## config.mk

```make
export PLATFORM = sky130hd
export DESIGN_NAME = sysid_timeout_ctr
export DESIGN_NICKNAME = d
export VERILOG_FILES = /design/src/rtl/sysid_timeout_ctr.sv
export SDC_FILE = /design/constraint.sdc
export NUM_CORES = 1
export LEC_CHECK = 0
export ABC_CLOCK_PERIOD_IN_PS = 1800
export CAP_MARGIN = 20
export CORE_AREA = 2 2 39 41
export CTS_CLUSTER_SIZE = 12
export DETAILED_ROUTE_END_ITERATION = 12
export DIE_AREA = 0 0 41 43
export SYNTH_ARGS = -nofsm -noshare
export SYNTH_HDL_FRONTEND = slang
export SYNTH_SLANG_ARGS = --single-unit
export TNS_END_PERCENT = 5
```

## constraint.sdc

```tcl
create_clock -name clock -period 1.8 [get_ports clock]
set_input_delay 0.36 -clock clock [delete_from_list [all_inputs] [get_ports clock]]
set_output_delay 0.36 -clock clock [all_outputs]
set_load 0.05 [all_outputs]
```

## src/rtl/sysid_timeout_ctr.sv

```systemverilog
// rtl/sysid_timeout_ctr.sv - per-transaction cycle counter with expiry flag
module sysid_timeout_ctr #(
    parameter int unsigned LIMIT = 1024
) (
    input  logic clock,
    input  logic reset_n,
    input  logic clear,
    input  logic enable,
    output logic expired
);

    localparam int unsigned W = (LIMIT > 2) ? $clog2(LIMIT) : 1;

    logic [W-1:0] count;

    // Saturates at LIMIT-1 so the flag stays asserted until the owner clears it.
    always_ff @(posedge clock) begin
        if (!reset_n) begin
            count <= '0;
        end else if (clear) begin
            count <= '0;
        end else if (enable && !expired) begin
            count <= count + W'(1);
        end
    end

    assign expired = (count == W'(LIMIT - 1));

endmodule

```

==> metrics, run 1 <==
initial core utilization=39.2%; Critical Path Start Type=flop; synthesized cell area=543 um2; Layout Nets=75; CP endpoint kind=output pin; part of the power in combinational logic=4.7%; Crit path max-delay family=simple AND/OR/NAND/NOR gates; Worst R2R End=count[5]; routed len/inst=15.1 um; final hold slack=0.474 ns; run status=completed; CP max stage cell=dfxtp_4; pin count of the biggest net entering global routing=11; WL final=1.28 mm; Largest Register=count; Critical Path RT=1.44 ns; Pwr Density=668 nW/um2; top cells by area, synth=dfxtp_1, nor3_2, nand2_1; crit share post-route=93.3%; fillers=138; # diodes=0; CP Data Arrival Time=1.32 ns; synthesis-stage register bit count=10; Clock Path Buffers=2; vias in the first global route=430; post-synth cell types=29; RR Startpoint=count[6]; Critical Setup Path Class=flop to output pin; Hold Path Stages=1; Fmax=0.595 GHz; max-cap check violation count=0; Area Growth Syn to Fin=24.9%; Mapped Cells=60; hold path startpoint=count[2]; synth warn=0; Hold Crit Endpoint=count[2]; Worst Max-Slew Pin Slew=0.450 ns; Initial DRC Count=11; Final Wtd Congestion=0.757; DRC violations left=0; gr usage total=18.5%; critical path fanouts, max=6; Critical path origin=count[5]; Antenna Nets Post-Route=0; Switching Fraction=21.4%; worst skew pair latency=0.27 ns; Leak Pwr=0.240 nW; die width=41 um; RSZ-0062 raised after global routing=no; Reg clk slew, reported paths=0.06 ns; Top FF cell, synth=dfxtp_1; worst vdd ir=0.000274 V; CTS Buf Count=3; vias=490; top-area cell type share of the netlist area=36.9%; Cell Rows=14; max reg flops=10; setup tns final=0 ns; initial antenna violation count=0; leading area contributor after synthesis=dfxtp_1; clock sink total=10; fraction of layout cells with a size suffix above 1=30.4%; Buf/Inv on CP=1; R2R setup slack=0.44 ns; GR Overflow Total=0; Syn Area/Cell=9.05 um2; Post-CTS Hold Buffers=0; register area share after synthesis=36.9%; IO Count=5; EDFF count, synth=0; Avg Vias per Cell=5.76; part of the power in registers=49.4%; Die Area=1760 um2; Layout Skew=0.00629 ns; switching power=0.0970 mW; hpwl dp=808 um; Min-Delay Path Class=flop to flop; Fin. Hold Viols=0; CTS tree=built; final slew viol count=0; Die Y=43 um; Clk pwr share=46.0%; fin crit period=1.68 ns; worst reg-to-reg path cell count=4; Initial DRT Pass Iterations=5; core footprint=1380 um2; Rel. slew slack=70.0%; total number of H-tree levels=1; first-pass GRT wire length=2.08 mm; Final Setup Violations=0; root buffer cell=clkbuf_4; largest registers=count (10); cell internal pwr=0.356 mW; I/O Buffers=4; ys async rst share=0%; CP cell instances=and4_4, nand2_2, nor3_4, buf_12; Largest stage delay, worst path=0.37 ns; syn nets=65
[cell families after synthesis]
logic type,after synthesis,synth area share [%]
AND/OR/NAND/NOR,27,28.6
AO/OA/AOI/OAI,15,22.4
flip-flops,10,36.9
buffers and inverters,4,4.84
XOR/XNOR,2,3.23
multiplexers,1,1.84
adder cells (fa/ha/maj),1,2.30
[synthesized netlist by cell type (2+ instances only)]
| master | number |
|---|---|
| dfxtp_1 | 10 |
| a311oi_1 | 2 |
| nor3_2 | 3 |
| nand2_1 | 7 |
| a211oi_1 | 2 |
| a21oi_1 | 5 |
| a41oi_1 | 2 |
| nor2_1 | 7 |
| and4_1 | 2 |
[layout make-up]
class / instances / area [um2] / area share, %
clock buffers: 4 / 36.3 / 5.35
flip-flops and latches: 10 / 208 / 30.6
inverters: 1 / 3.75 / 0.554
multi-input cells: 46 / 330 / 48.7
well taps: 16 / 20.0 / 2.95
repair buffers: 8 / 80.1 / 11.8
[per-stage QoR]
step           std cells  cell area [um2]  util [%]  power (mW)  worst slack (ns)
3_3_place_gp          81              626      45.2       0.251             0.106
4_1_cts               85              672      48.6       0.458            0.0157
6_report              85              678      49.0       0.453             0.120
2_1_floorplan         60              548         -       0.241            0.0456
3_5_place_dp          81              626      45.2       0.251            0.0530
5_1_grt               85              678      49.0       0.479            0.0533
[metal layers]
metal	GRT usage (%)	share of wire [%]	vias to the layer above
met5	0	0	-
met4	12.0	2.7	0
met3	6.28	5.0	5
met2	23.4	44	13
met1	25.7	48	230
li1	-	-	242
[power groups by stage]
stage,sequential [mW],clock (mW),combinational [mW]
3_3_place_gp,0.230,0,0.0210
5_1_grt,0.224,0.232,0.0235
2_1_floorplan,0.229,0,0.0120
3_5_place_dp,0.230,0,0.0212
4_1_cts,0.225,0.212,0.0214
6_report,0.224,0.208,0.0213
[timing repair]
item,in CTS,in global routing
gates resized for setup,3,4
pin swaps,0,1
setup endpoints to repair,1,1
setup buffers,0,0
cloned,0,0
[cell usage in the layout, fill, tap and decap left out, drive strengths merged]
cell type      netlist  final
a31oi                2      2
and4                 3      3
clkbuf               2      4
nor2                 7      7
dfxtp               10     10
nand4b               1      1
nand2b               1      1
a311oi               2      2
mux2i                1      1
a21oi                5      5
a211oi               2      2
nand3                1      1
ha                   1      1
nor3                 4      4
nor2b                1      1
xor2                 1      1
nand2                8      8
o21bai               1      1
nand4                1      1
inv                  1      1
clkdlybuf4s50        0      3
o2111a               1      1
buf                  1      5
xnor2                1      1
a41oi                2      2
[worst register-to-register path, stage by stage (launching register included)]
cell and delay [ns]:
dfxtp_1 0.42, and4_1 0.39, nand2_1 0.11, and4_1 0.23, nor3_2 0.14
[how the worst max path moves through the flow]
stage,endpoint,slack [ns],cells past startpoint
2_1_floorplan,expired,0.05,3
5_1_grt,expired,0.05,4
3_3_place_gp,count[9],0.11,5
3_5_place_dp,count[9],0.05,5
6_report,expired,0.12,4
4_1_cts,expired,0.02,4
(Power assumes the default switching activity.)
==> run 2, diff against run 1 <==
--- a/config.mk
+++ b/config.mk
@@ -7,10 +7,13 @@
 export LEC_CHECK = 0
 export ABC_CLOCK_PERIOD_IN_PS = 1800
 export CAP_MARGIN = 20
-export CORE_AREA = 2 2 39 41
+export CELL_PAD_IN_SITES_DETAIL_PLACEMENT = 1
+export CELL_PAD_IN_SITES_GLOBAL_PLACEMENT = 1
+export CORE_MARGIN = 2
+export CORE_UTILIZATION = 40
 export CTS_CLUSTER_SIZE = 12
 export DETAILED_ROUTE_END_ITERATION = 12
-export DIE_AREA = 0 0 41 43
+export PLACE_DENSITY_LB_ADDON = 0.1
 export SYNTH_ARGS = -nofsm -noshare
 export SYNTH_HDL_FRONTEND = slang
 export SYNTH_SLANG_ARGS = --single-unit
==> run 2 against run 1 <==
Effect of this change: cell area rose by 2.2%; core utilization up 4.9 points; sequential share of layout area decreased by 0.48 points; critical path type unchanged.
==> metrics, run 2 (synthesized netlist as in run 1, its figures left out) <==
run status=completed; DRC violations left=0; worst skew pair latency=0.27 ns; Pwr Density=650 nW/um2; Fmax=0.573 GHz; fin crit period=1.75 ns; CP Data Arrival Time=1.39 ns; # diodes=0; Die Area=1670 um2; RSZ-0062 raised after global routing=no; core footprint=1280 um2; initial antenna violation count=0; Fin. Hold Viols=0; CTS Buf Count=3; Setup Buffers After CTS=0; GR Overflow Total=0; I/O Buffers=4; CP endpoint kind=output pin; Area Growth Syn to Fin=27.6%; die width=40.8 um; Final Wtd Congestion=0.705; worst vdd ir=0.000378 V; max-cap check violation count=0; vias in the first global route=454; gr usage total=19.6%; worst reg-to-reg path cell count=4; worst slack, placed=0.0723 ns; first-pass GRT wire length=2.04 mm; Critical Path RT=1.44 ns; Critical Setup Path Class=flop to output pin; multi-input logic area=330 um2; grt met1 use=24.2%; Final Setup Violations=0; hold path startpoint=count[2]; critical path fanouts, max=4; Critical Path Start Type=flop; largest registers=count (10); Clock Path Buffers=2; Cell Rows=13; Tot Pwr=0.451 mW; Hold Crit Endpoint=count[2]; routed len/inst=15.6 um; Avg Vias per Cell=5.94; vias=511; Layout Nets=77; setup tns final=0 ns; CTS tree=built; R2R setup slack=0.45 ns; Initial DRC Count=12; Post-CTS Resized=4; Min-Delay Path Class=flop to flop; Largest Register=count; final slew viol count=0; Leak Pwr=0.250 nW; met2 Usage GRT=28.5%; Layout Skew=0.00211 ns; global routing usage on met3=4.89%; Reg clk slew, reported paths=0.07 ns; Die Y=40.8 um; worst setup margin=0.0540 ns; Worst Max-Slew Pin Slew=0.290 ns; total number of H-tree levels=1; WL final=1.34 mm; Register Area=209 um2; Post-CTS Hold Buffers=0; pin count of the biggest net entering global routing=8; max reg flops=10; Rel. slew slack=80.7%; hpwl dp=996 um; fillers=154; Initial DRT Pass Iterations=4; root buffer cell=clkbuf_4; IO Count=5; GRT Max-Usage Layer=met2; clock sink total=10; Hold Path Stages=1; initial core utilization=42.3%; fraction of layout cells with a size suffix above 1=31.0%; commonest non-fill, non-tap cells in the layout=nand2_1, nor2_1, dfxtp_1; crit share post-route=97.0%; Worst R2R End=count[6]; Antenna Nets Post-Route=0; RR Startpoint=count[6]
-- run 2: cell count changes in the layout (fill, tap and decap cells not counted) --
cell | before | now
buf_4 | 4 | 6
dfxtp_1 | 6 | 7
dfxtp_2 | 3 | 1
dfxtp_4 | 1 | 2
-- run 2: worst max path at each step --
stage	startpoint	cells past startpoint	endpoint
final	count[0]	4	expired
after global routing	count[0]	4	expired
after CTS	count[4]	4	expired
after detailed placement	enable	5	count[9]
after global placement	enable	5	count[9]
after floorplan	count[4]	3	expired
-- run 2: final cells by class --
cell class,instances,share of cell area (%)
clock buffer,4,5.23
tap,15,2.71
inverter,1,0.542
multi-input combinational,46,47.7
sequential,10,30.1
timing repair buffer,10,13.7
-- run 2: metal layers --
metal	vias to the layer above	share of wire, %	wire length [um]
li1	248	-	-
met4	0	3.1	41
met2	8	47	629
met1	250	47	625
met3	5	3.1	42
met5	-	0	0
-- run 2: stage by stage --
stage	std cells	instance area [um2]	hold WS (ns)	utilization (%)
global route	86	693	0.508	53.9
global placement	82	639	0.524	49.8
CTS	86	682	0.477	53.1
floorplan	60	548	0.483	-
detailed placement	82	639	0.516	49.8
finish	86	693	0.469	53.9
-- run 2: where the power goes --
group	leakage [nW]	switching [mW]	internal (mW)	total (mW)
Sequential	0.0828	0.00214	0.220	0.222
Combinational	0.146	0.0108	0.0143	0.0251
Clock	0.0210	0.0807	0.123	0.204
Total	0.250	0.0936	0.357	0.451
-- run 2: worst max-delay path, stage by stage, from the launching register on --
cell and delay, ns:
dfxtp_1 0.41, ha_2 0.25, nand2_2 0.08, nor3_4 0.22, buf_12 0.16
